`config.mk`:
```
export PLATFORM = sky130hd
export DESIGN_NAME = hazard_controller
export DESIGN_NICKNAME = d
export VERILOG_FILES = /design/src/rtl/hazard_controller.sv
export SDC_FILE = /design/constraint.sdc
export NUM_CORES = 1
export LEC_CHECK = 0
export BUFFER_PORTS_ARGS = -buffer_cell sky130_fd_sc_hd__buf_2
export CAP_MARGIN = 20
export CORE_MARGIN = 2
export CORE_UTILIZATION = 40
export DETAILED_ROUTE_END_ITERATION = 7
export MAX_ROUTING_LAYER = met4
export PLACE_DENSITY_LB_ADDON = 0.15
export SETUP_SLACK_MARGIN = 0.05
export SLEW_MARGIN = 5
export SYNTH_ARGS = -nofsm -noshare
export SYNTH_HDL_FRONTEND = slang
export SYNTH_SLANG_ARGS = --single-unit
```
`constraint.sdc`:
```
create_clock -name clk -period 2.9 [get_ports clk]
set_clock_uncertainty 0.1 [all_clocks]
set_input_delay 0 -clock clk [delete_from_list [all_inputs] [get_ports clk]]
set_output_delay 0 -clock clk [all_outputs]
set_load 0.01 [all_outputs]
```
`src/rtl/hazard_controller.sv`:
```
// rtl/hazard_controller.sv - pipeline stall/flush/bubble control with multi-cycle EXE tracking
// Optional stall/flush statistics counters enabled by HAZARD_CONTROLLER_STATS_EN.
module hazard_controller #(
    parameter int MC_LATENCY = 4
) (
    input  logic        clk,
    input  logic        rst,
    input  logic [4:0]  id_rs,
    input  logic [4:0]  id_rt,
    input  logic        id_uses_rt,
    input  logic        ex_mem_read,
    input  logic [4:0]  ex_rt,
    input  logic        ex_mc_op,
    input  logic        mem_branch_taken,
    output logic        pc_write,
    output logic        ifid_write,
    output logic        idex_write,
    output logic        idex_bubble,
    output logic        exmem_bubble,
    output logic        ifid_flush,
    output logic        idex_flush,
    output logic        mc_done,
    output logic [15:0] stall_cycles,
    output logic [15:0] flush_count
);

    typedef enum logic {
        RUN     = 1'b0,
        MC_BUSY = 1'b1
    } state_t;

    localparam logic [3:0] CNT_INIT = 4'(MC_LATENCY - 2);

    state_t     state;
    state_t     next_state;
    logic [3:0] cnt;
    logic [3:0] next_cnt;
    logic       load_use;
    logic       busy;

    assign load_use = ex_mem_read && (ex_rt != 5'd0) &&
                      ((ex_rt == id_rs) || (id_uses_rt && (ex_rt == id_rt)));

    // While reset is held the outputs are those of RUN, so an in-flight op never reports done.
    assign busy = rst && (state == MC_BUSY);

    always_comb begin
        pc_write     = 1'b1;
        ifid_write   = 1'b1;
        idex_write   = 1'b1;
        idex_bubble  = 1'b0;
        exmem_bubble = 1'b0;
        ifid_flush   = 1'b0;
        idex_flush   = 1'b0;
        mc_done      = 1'b0;
        next_state   = state;
        next_cnt     = cnt;
        if (mem_branch_taken) begin
            ifid_flush   = 1'b1;
            idex_flush   = 1'b1;
            exmem_bubble = 1'b1;
            next_state   = RUN;
        end else if (busy) begin
            if (cnt != 4'd0) begin
                pc_write     = 1'b0;
                ifid_write   = 1'b0;
                idex_write   = 1'b0;
                exmem_bubble = 1'b1;
                next_cnt     = cnt - 4'd1;
            end else begin
                mc_done    = 1'b1;
                next_state = RUN;
            end
        end else if (ex_mc_op) begin
            pc_write     = 1'b0;
            ifid_write   = 1'b0;
            idex_write   = 1'b0;
            exmem_bubble = 1'b1;
            next_state   = MC_BUSY;
            next_cnt     = CNT_INIT;
        end else if (load_use) begin
            pc_write    = 1'b0;
            ifid_write  = 1'b0;
            idex_bubble = 1'b1;
        end
    end

    always_ff @(posedge clk) begin
        if (!rst) begin
            state <= RUN;
            cnt   <= 4'd0;
        end else begin
            state <= next_state;
            cnt   <= next_cnt;
        end
    end

`ifdef HAZARD_CONTROLLER_STATS_EN
    logic [15:0] stall_q;
    logic [15:0] flush_q;

    always_ff @(posedge clk) begin
        if (!rst) begin
            stall_q <= 16'd0;
            flush_q <= 16'd0;
        end else begin
            if (!pc_write && (stall_q != 16'hFFFF))
                stall_q <= stall_q + 16'd1;
            if (mem_branch_taken && (flush_q != 16'hFFFF))
                flush_q <= flush_q + 16'd1;
        end
    end

    assign stall_cycles = stall_q;
    assign flush_count  = flush_q;
`else
    assign stall_cycles = 16'd0;
    assign flush_count  = 16'd0;
`endif

endmodule

```
==> impl.org <==
** Outcome
- The run finished with clean final reports.

** Setup path
- Setup slack on the worst reg-to-reg path comes out at 1260 ps.
- Critical Path RT :: 2800 ps
- Counting buffers and inverters, the worst setup path is 6 cells deep.
- The most critical setup path has its endpoint at pc_write.
- On the critical path, the stage with the largest delay is an instance of o31ai_1.
- The critical path is of the reg2out type.
- Source of the worst register-to-register timing path :: cnt[0]
- Grouping stages by cell kind, the critical path spends the most delay in compound AO/OA/AOI/OAI gates.
- In this design, the stage delay of the slowest critical-path cell is 410 ps.
- Largest fanout on the critical path :: 4
- In this run the worst setup path begins at cnt[0].
- Data arrival time of the worst path :: 1690 ps
- The number of cells on the worst reg-to-reg path is 6.
- The worst setup path is captured at a primary output.
- Capture instance of the worst register-to-register path :: cnt[1]
- Buf/Inv on CP :: 2
- The worst setup path is launched from a flop.
- Walking the worst path, the cells encountered are inv_1, ha_1, nand3_1, o31ai_1, o31a_1, buf_2.

** Drt
- Once detail routing completed, the nets flagged for antenna violations numbered 0.
- Before antenna repair, the detailed router went through 4 iterations.
- After detailed routing, the number of remaining DRC violations is 0.
- In the routed layout, each cell is associated on average with a via count of 4.16.
- Routed wire length per instance :: 8.74 um
- Number of DRC markers after the initial detailed-route iteration :: 8
- The routed layout has 570 vias.
- Sum of routed wire length over all layers :: 1200 um

** Cells and area
- # nets final :: 143
- After routing the design area is 754 um2.
- Area delta synth->final :: 6.16%
- Share of post-route cells with drive strength above 1 :: 26.7%
- Filler-free cell count of the finished design :: 137
- Number of filler instances in the final layout :: 187
- The number of antenna diodes in the final layout is 0.

** Floorplan
- 61 I/O pins were placed.
- The core region is 1690 um2.
- Once the floorplan was initialized, standard cells occupied 42.1% of the core.
- The floorplan has 15 rows.
- Chip Height :: 46.2 um
- Overall die area :: 2130 um2
- The floorplan step set the die width to 46.2 um.

** Timing
- The final max-slew violation count is 0.
- In the finished design, the share of the clock period the worst path needs comes to 61.6%.
- Fmax :: 560 MHz
- Setup slack closes at 1110 ps.
- Setup repair after global routing missed its margin :: no
- The smallest clock period supported by the final layout is computed as 1790 ps.
- Final number of hold-violating endpoints :: 0
- Number of failing setup endpoints in the final timing report :: 0
- Setup tns final :: 0 ps

** Placed design
- Detailed placer's ending HPWL :: 1050 um
- Weighted congestion reported at the end of routability-driven placement :: 0.822
- Total cell area at the placement stage :: 718 um2
- Placed Cells :: 132
- OpenSTA, run right after detailed placement, puts the worst setup slack at 1270 ps.
- PortBufs :: 28

** Synthesis
- The netlist uses 27 different library cells.
- The Yosys step of the flow raised 0 warnings.
- Post-synthesis async set-or-reset flop share :: 0%
- Summing every instance area after synthesis gives 711 um2.
- Dominant register cell in the synthesized netlist :: dfxtp_1
- Post-Synthesis Mean Instance Area :: 7.72 um2
- Yosys mapped a number of flops with a built-in enable equal to 0.
- Synthesized flop and latch total :: 5
- Synthesized instance count :: 92
- Sequential cells were found to cover 14.1% of the synthesized design area.

** Clock tree
- Clock tree synthesis found a total of 5 sinks.
- Clock latency on the worst-skew pair, taken at its later pin, is 240 ps.
- CTS tree :: built
- CTS built an H-tree with a depth of 1.
- After clock tree synthesis, the repair step resized 0 gates.
- The tree is rooted in a clkbuf_4.
- After clock tree synthesis, the clock-pin slew on the worst setup and hold paths is 40 ps.
- Number of buffers between clock root and the deepest sink :: 2
- TritonCTS buffer count :: 3
- Post-CTS timing repair inserted 0 buffers for setup.

** Pwr
- Static Leakage :: 0.393 nW
- Summing internal, switching and leakage power gives 0.236 mW.
- Worst IR Drop VDD :: 149 uV
- Power spread over the standard cell area amounts to 313 nW/um2.

** Hold path
- Min-Delay Path Class :: in2reg

** Global routing
- First-pass GRT wire length :: 1650 um
- Global routing usage summed across all routing layers :: 10.9%
- Largest net degree at the start of global routing :: 10
- Initial antenna violation count :: 0
- Global route overflow :: 0
- Via count of the first global-routing pass :: 419

** Job
- Across the run, the number of max-cap violations was 0.
power by group:
group / internal, mW / total (mW) / switching (mW)
Combinational: 0.0309 / 0.0810 / 0.0501
Sequential: 0.0717 / 0.0746 / 0.00287
Clock: 0.0521 / 0.0808 / 0.0288
Total: 0.155 / 0.236 / 0.0818
sequential cells by signal, summed over array words and instances, names as in the netlist:
signal / cells
state: 1
cnt: 4
cell usage in the layout, fill, tap and decap left out, types with 2 or more instances in the layout:
cell type / instances
nand4b_1: 2
nor2_1: 3
nor2b_1: 2
nand3_1: 3
clkbuf_4: 3
nor3_1: 2
conb_1: 32
inv_1: 4
nand2_1: 3
o31a_1: 2
buf_2: 28
dfxtp_1: 5
xor2_1: 9
o21ai_0: 4
a21boi_0: 3
area by class of cell:
class / count / area, um2 / area share [%]
Multi-Input combinational cell: 78 / 442 / 58.5
Timing Repair Buffer: 29 / 150 / 19.9
Sequential cell: 5 / 100 / 13.3
Clock buffer: 4 / 26.3 / 3.48
Tap cell: 17 / 21.3 / 2.82
Inverter: 4 / 15.0 / 1.99
metrics by stage:
step | utilization (%) | hold slack (ps)
floorplan | - | -52.5
global placement | 42.5 | 147
detailed placement | 42.5 | 153
CTS | 44.7 | 44.8
global route | 44.7 | 119
finish | 44.7 | 49.0
synth_stat cells (all sizes together) (2+ instances only):
master / number / area, um2
a21boi: 3 / 22.5
buf: 36 / 270
dfxtp: 5 / 100
inv: 4 / 15.0
nand2: 3 / 11.3
nand3: 3 / 15.0
nand4b: 2 / 17.5
nor2: 3 / 11.3
nor2b: 2 / 12.5
nor3: 2 / 10.0
nor4: 2 / 18.8
o21ai: 5 / 25.0
o31a: 2 / 17.5
xor2: 9 / 78.8
worst min-delay path: stages:
cell and delay, ps:
buf_2 90, nor2_1 40, o21ai_0 130, a21boi_0 70
metal layers:
metal | wire [um] | track usage (%) | up-vias
li1 | - | - | 298
met4 | 0 | 3.43 | 0
met3 | 91 | 3.53 | 0
met5 | 0 | - | -
met2 | 604 | 17.5 | 29
met1 | 502 | 12.8 | 243
what timing repair did:
| action | CTS | global route |
|---|---|---|
| endpoints found under the hold margin | 5 | 0 |
| hold buffers | 1 | 0 |
| setup endpoints to repair | 0 | 0 |
worst min-delay path by stage:
stage | start | endpoint | cells after the start
global placement | mem_branch_taken | ifid_flush | 2
CTS | ex_mc_op | cnt[0] | 4
floorplan | mem_branch_taken | mc_done | 1
detailed placement | mem_branch_taken | idex_flush | 2
global route | ex_mc_op | cnt[0] | 4
finish | ex_mc_op | cnt[0] | 4
cell families after synthesis:
| logic type | synth area share [%] |
|---|---|
| adders and majority gates | 1.76 |
| and+or+nand+nor | 17.3 |
| DFF | 14.1 |
| xor gates and xnor gates | 12.3 |
| other | 0.528 |
| AOI/OAI and AO/OA | 13.9 |
| buffers and inverters | 40.1 |
No activity file was read; power rests on OpenSTA's default activity.
